[src/rtl/iir_capture_pkg.sv]
// Shared types and helpers for the filter output capture block: FSM states,
// default widths and a width-generic sign extension.
package iir_capture_pkg;

    typedef enum logic [1:0] {
        ST_IDLE,
        ST_ARMED,
        ST_CAPTURE,
        ST_DONE
    } state_t;

    localparam int NB_DEF    = 8;
    localparam int DEPTH_DEF = 16;
    localparam int CW_DEF    = 16;
    localparam int SEXT_W    = 64;

    // Sign-extends the low nb bits of x to SEXT_W bits; callers truncate to their own width.
    function automatic logic [SEXT_W-1:0] sign_ext(input logic [SEXT_W-1:0] x, input int nb);
        logic signed [SEXT_W-1:0] t;
        t = $signed(x << (SEXT_W - nb));
        return t >>> (SEXT_W - nb);
    endfunction

endpackage

[src/rtl/iir_output_capture_sync_fifo.sv]
// Synchronous FIFO with registered read data; read data and valid appear one cycle after rd_en.
// A write into a full FIFO is refused unless a read pops in the same cycle; flush empties it and cancels that cycle's read.
module sync_fifo #(
    parameter int W     = 8,
    parameter int DEPTH = 16
) (
    input  logic                     clk,
    input  logic                     rst,
    input  logic                     wr_en,
    input  logic [W-1:0]             wr_data,
    input  logic                     rd_en,
    output logic [W-1:0]             rd_data,
    output logic                     rd_valid,
    input  logic                     flush,
    output logic                     empty,
    output logic                     full,
    output logic [$clog2(DEPTH):0]   level
);

    localparam int AW = $clog2(DEPTH);

    logic [W-1:0]  mem_q [DEPTH];
    logic [AW:0]   wr_ptr_q, wr_ptr_d;
    logic [AW:0]   rd_ptr_q, rd_ptr_d;
    logic [AW:0]   level_q, level_d;
    logic          empty_q, empty_d;
    logic          full_q, full_d;
    logic [W-1:0]  rd_data_q, rd_data_d;
    logic          rd_valid_q, rd_valid_d;
    logic          rd_fire, wr_fire;

    always_comb begin
        rd_fire    = rd_en && !empty_q && !flush;
        wr_fire    = wr_en && !flush && (!full_q || rd_fire);
        wr_ptr_d   = wr_ptr_q;
        rd_ptr_d   = rd_ptr_q;
        rd_data_d  = rd_data_q;
        rd_valid_d = rd_fire;
        if (flush) begin
            wr_ptr_d = '0;
            rd_ptr_d = '0;
        end else begin
            if (wr_fire) begin
                wr_ptr_d = wr_ptr_q + (AW+1)'(1);
            end
            if (rd_fire) begin
                rd_ptr_d  = rd_ptr_q + (AW+1)'(1);
                rd_data_d = mem_q[rd_ptr_q[AW-1:0]];
            end
        end
        // Extra pointer MSB separates full (MSBs differ) from empty (pointers equal).
        level_d = wr_ptr_d - rd_ptr_d;
        empty_d = (wr_ptr_d == rd_ptr_d);
        full_d  = (wr_ptr_d[AW] != rd_ptr_d[AW]) && (wr_ptr_d[AW-1:0] == rd_ptr_d[AW-1:0]);
    end

    always_ff @(posedge clk) begin
        if (wr_fire) begin
            mem_q[wr_ptr_q[AW-1:0]] <= wr_data;
        end
    end

    always_ff @(posedge clk or posedge rst) begin
        if (rst) begin
            wr_ptr_q   <= '0;
            rd_ptr_q   <= '0;
            level_q    <= '0;
            empty_q    <= 1'b1;
            full_q     <= 1'b0;
            rd_data_q  <= '0;
            rd_valid_q <= 1'b0;
        end else begin
            wr_ptr_q   <= wr_ptr_d;
            rd_ptr_q   <= rd_ptr_d;
            level_q    <= level_d;
            empty_q    <= empty_d;
            full_q     <= full_d;
            rd_data_q  <= rd_data_d;
            rd_valid_q <= rd_valid_d;
        end
    end

    assign rd_data  = rd_data_q;
    assign rd_valid = rd_valid_q;
    assign empty    = empty_q;
    assign full     = full_q;
    assign level    = level_q;

endmodule

[src/rtl/iir_output_capture.sv]
// Captures a frame of filter samples into a FIFO with checksum/overflow; status and read data are registered (1 cycle).
// Never stalls the filter: samples arriving while the FIFO is full and unread are dropped and flagged in OVERFLOW.
module iir_output_capture
    import iir_capture_pkg::*;
#(
    parameter int NB        = NB_DEF,
    parameter int DEPTH     = DEPTH_DEF,
    parameter int FRAME_LEN = 64,
    parameter int CW        = CW_DEF
) (
    input  logic                          CLK,
    input  logic                          RST,
    input  logic                          START,
    input  logic                          ABORT,
    input  logic                          VIN,
    input  logic [NB-1:0]                 DIN,
    input  logic                          RD_EN,
    output logic [NB-1:0]                 RD_DATA,
    output logic                          RD_VALID,
    output logic                          EMPTY,
    output logic                          FULL,
    output logic [$clog2(DEPTH):0]        LEVEL,
    output logic [$clog2(FRAME_LEN):0]    SAMPLE_CNT,
    output logic [CW-1:0]                 CHECKSUM,
    output logic                          OVERFLOW,
    output logic                          BUSY,
    output logic                          DONE
);

    localparam int CNTW = $clog2(FRAME_LEN) + 1;

    state_t          state_q, state_d;
    logic [CNTW-1:0] cnt_q, cnt_d, cnt_inc;
    logic [CW-1:0]   cks_q, cks_d;
    logic            ovf_q, ovf_d;
    logic            busy_q, busy_d;
    logic            done_q, done_d;
    logic            fifo_wr;
    logic            room;

    always_comb begin
        state_d = state_q;
        cnt_d   = cnt_q;
        cks_d   = cks_q;
        ovf_d   = ovf_q;
        fifo_wr = 1'b0;
        cnt_inc = cnt_q + CNTW'(1);
        // A full FIFO still takes the sample when the host pops in the same cycle.
        room    = !FULL || (RD_EN && !EMPTY);

        if (ABORT) begin
            state_d = ST_IDLE;
        end else begin
            case (state_q)
                ST_IDLE, ST_DONE: begin
                    if (START) begin
                        state_d = ST_ARMED;
                        cnt_d   = '0;
                        cks_d   = '0;
                        ovf_d   = 1'b0;
                    end
                end
                ST_ARMED, ST_CAPTURE: begin
                    if (VIN) begin
                        cnt_d = cnt_inc;
                        if (room) begin
                            fifo_wr = 1'b1;
                            cks_d   = cks_q + CW'(sign_ext(SEXT_W'(DIN), NB));
                        end else begin
                            ovf_d = 1'b1;
                        end
                        state_d = (cnt_inc == CNTW'(FRAME_LEN)) ? ST_DONE : ST_CAPTURE;
                    end
                end
                default: state_d = ST_IDLE;
            endcase
        end

        busy_d = (state_d == ST_ARMED) || (state_d == ST_CAPTURE);
        done_d = (state_d == ST_DONE);
    end

    always_ff @(posedge CLK or posedge RST) begin
        if (RST) begin
            state_q <= ST_IDLE;
            cnt_q   <= '0;
            cks_q   <= '0;
            ovf_q   <= 1'b0;
            busy_q  <= 1'b0;
            done_q  <= 1'b0;
        end else begin
            state_q <= state_d;
            cnt_q   <= cnt_d;
            cks_q   <= cks_d;
            ovf_q   <= ovf_d;
            busy_q  <= busy_d;
            done_q  <= done_d;
        end
    end

    sync_fifo #(
        .W     (NB),
        .DEPTH (DEPTH)
    ) u_fifo (
        .clk      (CLK),
        .rst      (RST),
        .wr_en    (fifo_wr),
        .wr_data  (DIN),
        .rd_en    (RD_EN),
        .rd_data  (RD_DATA),
        .rd_valid (RD_VALID),
        .flush    (ABORT),
        .empty    (EMPTY),
        .full     (FULL),
        .level    (LEVEL)
    );

    assign SAMPLE_CNT = cnt_q;
    assign CHECKSUM   = cks_q;
    assign OVERFLOW   = ovf_q;
    assign BUSY       = busy_q;
    assign DONE       = done_q;

endmodule

[config.mk]
export PLATFORM = sky130hd
export DESIGN_NAME = iir_output_capture
export DESIGN_NICKNAME = d
export VERILOG_FILES = /design/src/rtl/iir_capture_pkg.sv /design/src/rtl/iir_output_capture_sync_fifo.sv /design/src/rtl/iir_output_capture.sv
export SDC_FILE = /design/constraint.sdc
export NUM_CORES = 1
export LEC_CHECK = 0
export CORE_MARGIN = 1
export CORE_UTILIZATION = 35
export DETAILED_ROUTE_END_ITERATION = 10
export SYNTH_ARGS = -nofsm -noshare
export SYNTH_HDL_FRONTEND = slang
export SYNTH_HIERARCHICAL = 1
export SYNTH_SLANG_ARGS = --single-unit
export TNS_END_PERCENT = 1
[constraint.sdc]
create_clock -name CLK -period 5.5 [get_ports CLK]
set_clock_uncertainty 0.2 [all_clocks]
set_input_delay 1.65 -clock CLK [delete_from_list [all_inputs] [get_ports CLK]]
set_output_delay 1.65 -clock CLK [all_outputs]
set_load 0.01 [all_outputs]
=== Yosys cells after proc, flatten, opt, wreduce, memory -nomap -nowiden ===
Memories as Yosys holds them, arrays and structs flattened. A register that Yosys moved wholly into a read port is not among the register bits.
Cells that the tools add are included.

* Bits in registers: 46
* Bits of input ports: 14
* Output and inout port bits: 42
* Word-level logic and storage cells: 77
* Memories: 1
* Bits in writable memories: 128

{| class="wikitable"
|+ Memories
! name !! depth !! width !! rd ports !! clocked after Yosys merged registers in !! write ports !! RTL line !! source
|-
| u_fifo.mem_q || 16 || 8 || 1 || 1 || 1 || iir_output_capture_sync_fifo.sv:22 || <nowiki>logic [W-1:0] mem_q [DEPTH];</nowiki>
|}

* Bitwise logic cells: 1
* Add/subtract/negate cells: 5
* Mux-type cells: 26
* Eq/ne operators: 14
* Reductions and logical operators: 18

{| class="wikitable"
|+ Operator list
! kind !! number
|-
| two-way mux 16 bit || 3
|-
| case mux 16 bit (2 select lines) || 1
|-
| two-way mux 5 bit || 4
|-
| adder 16 bit || 1
|-
| two-way mux 7 bit || 2
|-
| case mux 7 bit (2 select lines) || 1
|-
| adder 5 x 1 -> 5 bit, second input constant || 2
|-
| two-way mux 1 bit || 10
|-
| == test 2 bit, second input constant || 4
|-
| inequality test 2 bit, second input constant || 4
|-
| AND reduction 4 bit || 2
|-
| adder 7 x 1 -> 7 bit, second input constant || 1
|-
| == test 7 bit, second input constant || 1
|-
| two-way mux 2 bit || 3
|-
| == test 5 bit || 1
|-
| logical AND 1 bit || 5
|-
| subtractor 5 bit || 1
|-
| == test 2 x 1 -> 1 bit, second input constant || 2
|-
| == test 4 bit || 1
|-
| case mux 2 bit (2 select lines) || 1
|-
| OR reduction 2 bit || 2
|-
| zero test 1 bit || 3
|-
| logical OR 1 bit || 3
|-
| AND reduction 3 bit || 1
|-
| other kinds (5) || 5
|}

=== Longest topological paths before layout ===
* Depth after elaboration: 13
* Mapped depth: 14

=== Cells and area by module ===
Netlist, hierarchy kept.

{| class="wikitable"
|+ By module, submodules not included
! module !! instances !! area each (um2) !! cells each !! sequential area each (um2)
|-
| sync_fifo || 1 || 6148.4 || 329 || 4495.6
|-
| iir_output_capture || 1 || 1911.8 || 212 || 700.7
|}

=== Worst setup path before layout ===
Ideal clock, no wire load.

* Kind: input-to-reg
* Start: input RD_EN
* End: register u_fifo.level_q[4] (netlist: u_fifo/level[4])
* Path slack: 1.261 ns
* Cell stages on the path: 13
* Arrival: 3.959 ns
* Library setup time: 0.080 ns
* Path buffers: 0
* Cells stage by stage: inv_1 > o21ai_1 > nand2_1 > inv_2 > nand2b_1 > a21oi_1 > nand2_1 > xor2_1 > nor2_1 > ha_1 > a21o_1 > a21oi_1 > xnor2_1

* Word-level cells in the longest chain between the ends: 11

{| class="wikitable"
|+ Ends and longest elaborated chain
! item !! RTL line !! source
|-
| start, declared || iir_output_capture.sv:17 || <nowiki>input logic RD_EN,</nowiki>
|-
| logical AND 1 bit || iir_output_capture.sv:49 || <nowiki>room = !FULL || (RD_EN && !EMPTY);</nowiki>
|-
| logical OR 1 bit || iir_output_capture.sv:49 ||
|-
| two-way mux 1 bit || iir_output_capture.sv:66 || <nowiki>if (room) begin</nowiki>
|-
| two-way mux 1 bit || iir_output_capture.sv:64 || <nowiki>if (VIN) begin</nowiki>
|-
| two-way mux 1 bit || iir_output_capture.sv:54 || <nowiki>case (state_q)</nowiki>
|-
| two-way mux 1 bit || iir_output_capture.sv:51 || <nowiki>if (ABORT) begin</nowiki>
|-
| via fifo_wr || iir_output_capture.sv:38 || <nowiki>logic fifo_wr;</nowiki>
|-
| logical AND 1 bit (2 in a row) || iir_output_capture_sync_fifo.sv:34 || <nowiki>wr_fire = wr_en && !flush && (!full_q || rd_fire);</nowiki>
|-
| two-way mux 5 bit || iir_output_capture_sync_fifo.sv:43 || <nowiki>if (wr_fire) begin</nowiki>
|-
| two-way mux 5 bit || iir_output_capture_sync_fifo.sv:39 || <nowiki>if (flush) begin</nowiki>
|-
| via u_fifo.wr_ptr_d[2] || iir_output_capture_sync_fifo.sv:23 || <nowiki>logic [AW:0] wr_ptr_q, wr_ptr_d;</nowiki>
|-
| subtractor 5 bit || iir_output_capture_sync_fifo.sv:52 || <nowiki>level_d = wr_ptr_d - rd_ptr_d;</nowiki>
|-
| via u_fifo.level_d[4] || iir_output_capture_sync_fifo.sv:25 || <nowiki>logic [AW:0] level_q, level_d;</nowiki>
|-
| end signal, assigned || iir_output_capture_sync_fifo.sv:75 || <nowiki>level_q <= level_d;</nowiki>
|-
| end, declared || iir_output_capture_sync_fifo.sv:25 ||
|}

The timed path passes the listed nets, and every way through them passes these cells.
A chain may end at the register's enable or synchronous reset.

=== Worst setup path after layout ===
Same ends and word-level chain as after synthesis.

==> metrics.txt <==
# TYPE chip_impl_metric gauge
chip_impl_info{name="result_of_the_run",value="finished, final reports clean"} 1
chip_impl_metric{name="max_clock_freq",unit="MHz"} 213
chip_impl_metric{name="routabilityCongestion",unit=""} 0.837
chip_impl_metric{name="io_buffers",unit=""} 55
chip_impl_metric{name="syn-num-nets",unit=""} 584
chip_impl_metric{name="cts_max_level",unit=""} 4
chip_impl_info{name="critical_path_class",value="in -> reg"} 1
chip_impl_metric{name="route.detailed.drc",unit=""} 0
chip_impl_info{name="holdCritPathClass",value="reg -> reg"} 1
chip_impl_metric{name="max_cap_violations",unit=""} 0
chip_impl_metric{name="mappedNetlistArea",unit="sq um"} 8060
chip_impl_info{name="yosysMostFrequentCell",value="edfxtp_1"} 1
chip_impl_metric{name="worst_ep_required_time",unit="ps"} 5660
chip_impl_metric{name="die_width",unit="um"} 154
chip_impl_metric{name="syn-instance-count",unit=""} 541
chip_impl_metric{name="cts.sinks",unit=""} 182
chip_impl_metric{name="synth.avg_cell_area",unit="sq um"} 14.9
chip_impl_info{name="grt_busiest_layer",value="met2"} 1
chip_impl_metric{name="worst_pin_slew",unit="ps"} 1030
chip_impl_info{name="worstSetupEndpointType",value="flip-flop"} 1
chip_impl_metric{name="final_layout_size_suffix_gt1_share",unit="%"} 16.0
chip_impl_info{name="root_buffer",value="clkbuf_16"} 1
chip_impl_metric{name="synth.yosys.warnings",unit=""} 6
chip_impl_info{name="dominantRegCellSynth",value="edfxtp_1"} 1
chip_impl_metric{name="groute.layer.met2.usage",unit="%"} 25.1
chip_impl_metric{name="antenna_diode_count",unit=""} 0
chip_impl_metric{name="routed_wire_length_per_instance",unit="um"} 18.3
chip_impl_metric{name="route.antenna.remaining_nets",unit=""} 0
chip_impl_metric{name="lkg_pwr",unit="nW"} 3.55
chip_impl_metric{name="arrival_time_of_the_worst_setup_path",unit="ps"} 4860
chip_impl_metric{name="start_util",unit="%"} 35.6
chip_impl_metric{name="maxSlewViolCount",unit=""} 0
chip_impl_metric{name="gr-usage-met1",unit="%"} 19.6
chip_impl_metric{name="num-nets-final",unit=""} 660
chip_impl_metric{name="first_global_vias",unit=""} 4868
chip_impl_metric{name="worst_slew_margin_rel",unit="%"} 31.6
chip_impl_metric{name="antenna_found_initial",unit=""} 1
chip_impl_info{name="netlist_top_cells_count",value="edfxtp_1, dfrtp_1, nand2_1"} 1
chip_impl_metric{name="setup_viol",unit=""} 0
chip_impl_metric{name="power_per_cell_area",unit="nW/um^2"} 365
chip_impl_metric{name="asyncSetResetFlopFracSynth",unit="%"} 29.7
chip_impl_metric{name="die_y",unit="um"} 154
chip_impl_metric{name="cts_clock_pin_slew_for_the_worst_setup_and_hold_paths",unit="ps"} 80
chip_impl_info{name="yosys.area.top_type",value="edfxtp_1"} 1
chip_impl_info{name="clock_tree_from_tritoncts",value="done"} 1
chip_impl_metric{name="pin_count_of_the_biggest_net_entering_global_routing",unit=""} 36
chip_impl_metric{name="max-clock-path-buffers",unit=""} 2
chip_impl_metric{name="layout.filler_cells",unit=""} 2010
chip_impl_metric{name="num_rows",unit=""} 55
chip_impl_info{name="rsz0062_at_grt",value="no"} 1
chip_impl_metric{name="routed_wl",unit="mm"} 16.7
chip_impl_metric{name="yosysTopAreaCellShare",unit="%"} 47.7
chip_impl_metric{name="min_period_over_period",unit="%"} 85.5
chip_impl_metric{name="drt_first_pass_iters",unit=""} 4
chip_impl_metric{name="cts_hold_buffers",unit=""} 0
chip_impl_metric{name="fin_setup_tns",unit="ps"} 0
chip_impl_metric{name="vias_per_cell",unit=""} 5.17
chip_impl_metric{name="use_met3",unit="%"} 3.58
chip_impl_metric{name="die_footprint",unit="sq um"} 23600
chip_impl_info{name="dominant_cells_by_area_after_synthesis",value="edfxtp_1, dfrtp_1, mux4_2, ha_1, nand2_1"} 1
chip_impl_metric{name="first_iter_violations",unit=""} 323
chip_impl_metric{name="fin_crit",unit="ps"} 4700
chip_impl_metric{name="seq_area_frac_synth",unit="%"} 64.5
chip_impl_metric{name="remaining_overflow_grt",unit=""} 0
chip_impl_metric{name="critical_path.max_fanout",unit=""} 9
chip_impl_metric{name="totalPowerFinal",unit="mW"} 3.53
chip_impl_metric{name="worst_skew_pair.late_latency",unit="ps"} 430
chip_impl_metric{name="io-pin-count",unit=""} 56
chip_impl_metric{name="syn2layout_area_growth",unit="%"} 19.7
chip_impl_metric{name="post_dp_hpwl",unit="mm"} 11.2
chip_impl_metric{name="postLayoutCoreUtil",unit="%"} 42.6
chip_impl_metric{name="vdd_drop_max",unit="V"} 0.000209
chip_impl_metric{name="ys_types",unit=""} 53
chip_impl_metric{name="vias",unit=""} 4734
chip_impl_metric{name="floorplan.core_area",unit="sq um"} 22600
chip_impl_metric{name="cts_post_setup_buffers_inserted",unit=""} 0
chip_impl_metric{name="timing.hold.ws",unit="ps"} 284
chip_impl_metric{name="wire_length_of_the_first_global_routing_pass",unit="mm"} 26.8
chip_impl_info{name="cp-start-kind",value="input port"} 1
chip_impl_metric{name="synth_seq_cells",unit=""} 182
chip_impl_metric{name="number_of_hold_slack_violations_in_the_final_timing_report",unit=""} 0
chip_impl_metric{name="synth-edff-count",unit=""} 128
chip_impl_metric{name="grt_util_all_layers",unit="%"} 15.0
chip_impl_metric{name="number_of_buffers_added_by_the_clock_tree_synthesis_step",unit=""} 17
chip_impl_metric{name="cts.repair.resized",unit=""} 0
==> layout make-up <==
type	count	area, sq um	area share (%)
clock buffer	17	425	4.41
clock inverter	15	210	2.18
inverter	23	86.3	0.895
tap	285	357	3.70
multi-input combinational	315	2650	27.5
sequential	182	5200	53.9
timing repair buffer	78	723	7.49
==> routing by layer <==
layer | vias to the layer above | wire length (um)
li1 | 2203 | -
met1 | 2426 | 7920
met2 | 86 | 8080
met3 | 19 | 563
met4 | 0 | 179
met5 | - | 0
==> kinds of logic (layout without fill, tap and decap cells) <==
logic type                 Yosys count  in the layout  share of synthesized area [%]
DFF                                182            182                           64.5
and+or+nand+nor                    120            120                           7.05
AOI/OAI and AO/OA                  104            104                           8.60
buffers and inverters               44            133                           2.64
muxes                               37             37                           9.61
adders and majority gates           29             29                           4.69
xor gates and xnor gates            25             25                           2.95
==> flip-flops by register name, indices dropped and copies added (netlist names) <==
signal	cells
u_fifo/wr_ptr_q	5
CHECKSUM	16
SAMPLE_CNT	7
u_fifo/rd_data	8
u_fifo/empty	1
u_fifo/mem_q	128
BUSY	1
DONE	1
u_fifo/rd_ptr_q	5
u_fifo/full	1
u_fifo/rd_valid	1
OVERFLOW	1
state_q	2
u_fifo/level	5
==> report_power, final <==
| group | leakage [nW] | internal, mW | switching (mW) |
|---|---|---|---|
| combinational | 1.37 | 0.312 | 0.317 |
| sequential | 1.87 | 1.55 | 0.0698 |
| clock | 0.311 | 0.701 | 0.577 |
| total | 3.55 | 2.56 | 0.964 |
==> layout by cell type (no fill, tap or decap), types with 5 or more instances in the layout <==
| cell type | count |
|---|---|
| ha_1 | 27 |
| xnor2_1 | 12 |
| nand2b_1 | 5 |
| a221oi_1 | 8 |
| xor2_1 | 12 |
| a21o_1 | 6 |
| nor3_1 | 7 |
| clkdlybuf4s50_1 | 55 |
| nor2b_1 | 5 |
| o21ai_1 | 31 |
| a22o_1 | 12 |
| dfrtp_1 | 52 |
| a21oi_1 | 19 |
| mux4_2 | 32 |
| nand2_1 | 44 |
| buf_4 | 23 |
| inv_1 | 21 |
| nand3_1 | 5 |
| edfxtp_1 | 128 |
| o21ai_0 | 8 |
| nor2_1 | 32 |
| clkbuf_16 | 17 |
==> per-stage QoR <==
step | area [sq um] | std cells | setup WS, ps
after floorplan | 8060 | 541 | 1260
after global placement | 9010 | 883 | 464
after detailed placement | 9010 | 883 | 371
after CTS | 9650 | 915 | 800
after global routing | 9650 | 915 | 457
final | 9650 | 915 | 799
==> worst paths after layout <==
check	start	depth (start not counted)	slack, ps	end
setup / recovery	RD_EN	14	800	u_fifo/level[4]
min in group asynchronous	RST	3	1440	SAMPLE_CNT[6]
max in group asynchronous	RST	2	2810	u_fifo/rd_ptr_q[0]
setup reg to reg	state_q[0]	13	1970	u_fifo/level[4]
hold reg to reg	u_fifo/rd_data[7]	2	280	u_fifo/rd_data[7]
hold / removal	u_fifo/rd_data[7]	2	280	u_fifo/rd_data[7]
==> worst max-delay path: stages <==
cell             delay (ps)
clkdlybuf4s50_1         530
inv_1                    60
o21ai_1                 370
nand2_1                 160
inv_2                   150
nand2b_1                120
a21oi_1                 470
nand2_1                 230
xor2_1                  180
nor2_1                  150
ha_1                    300
a21o_1                  190
a21oi_1                 170
xnor2_1                 130
(Power assumes the default switching activity.)
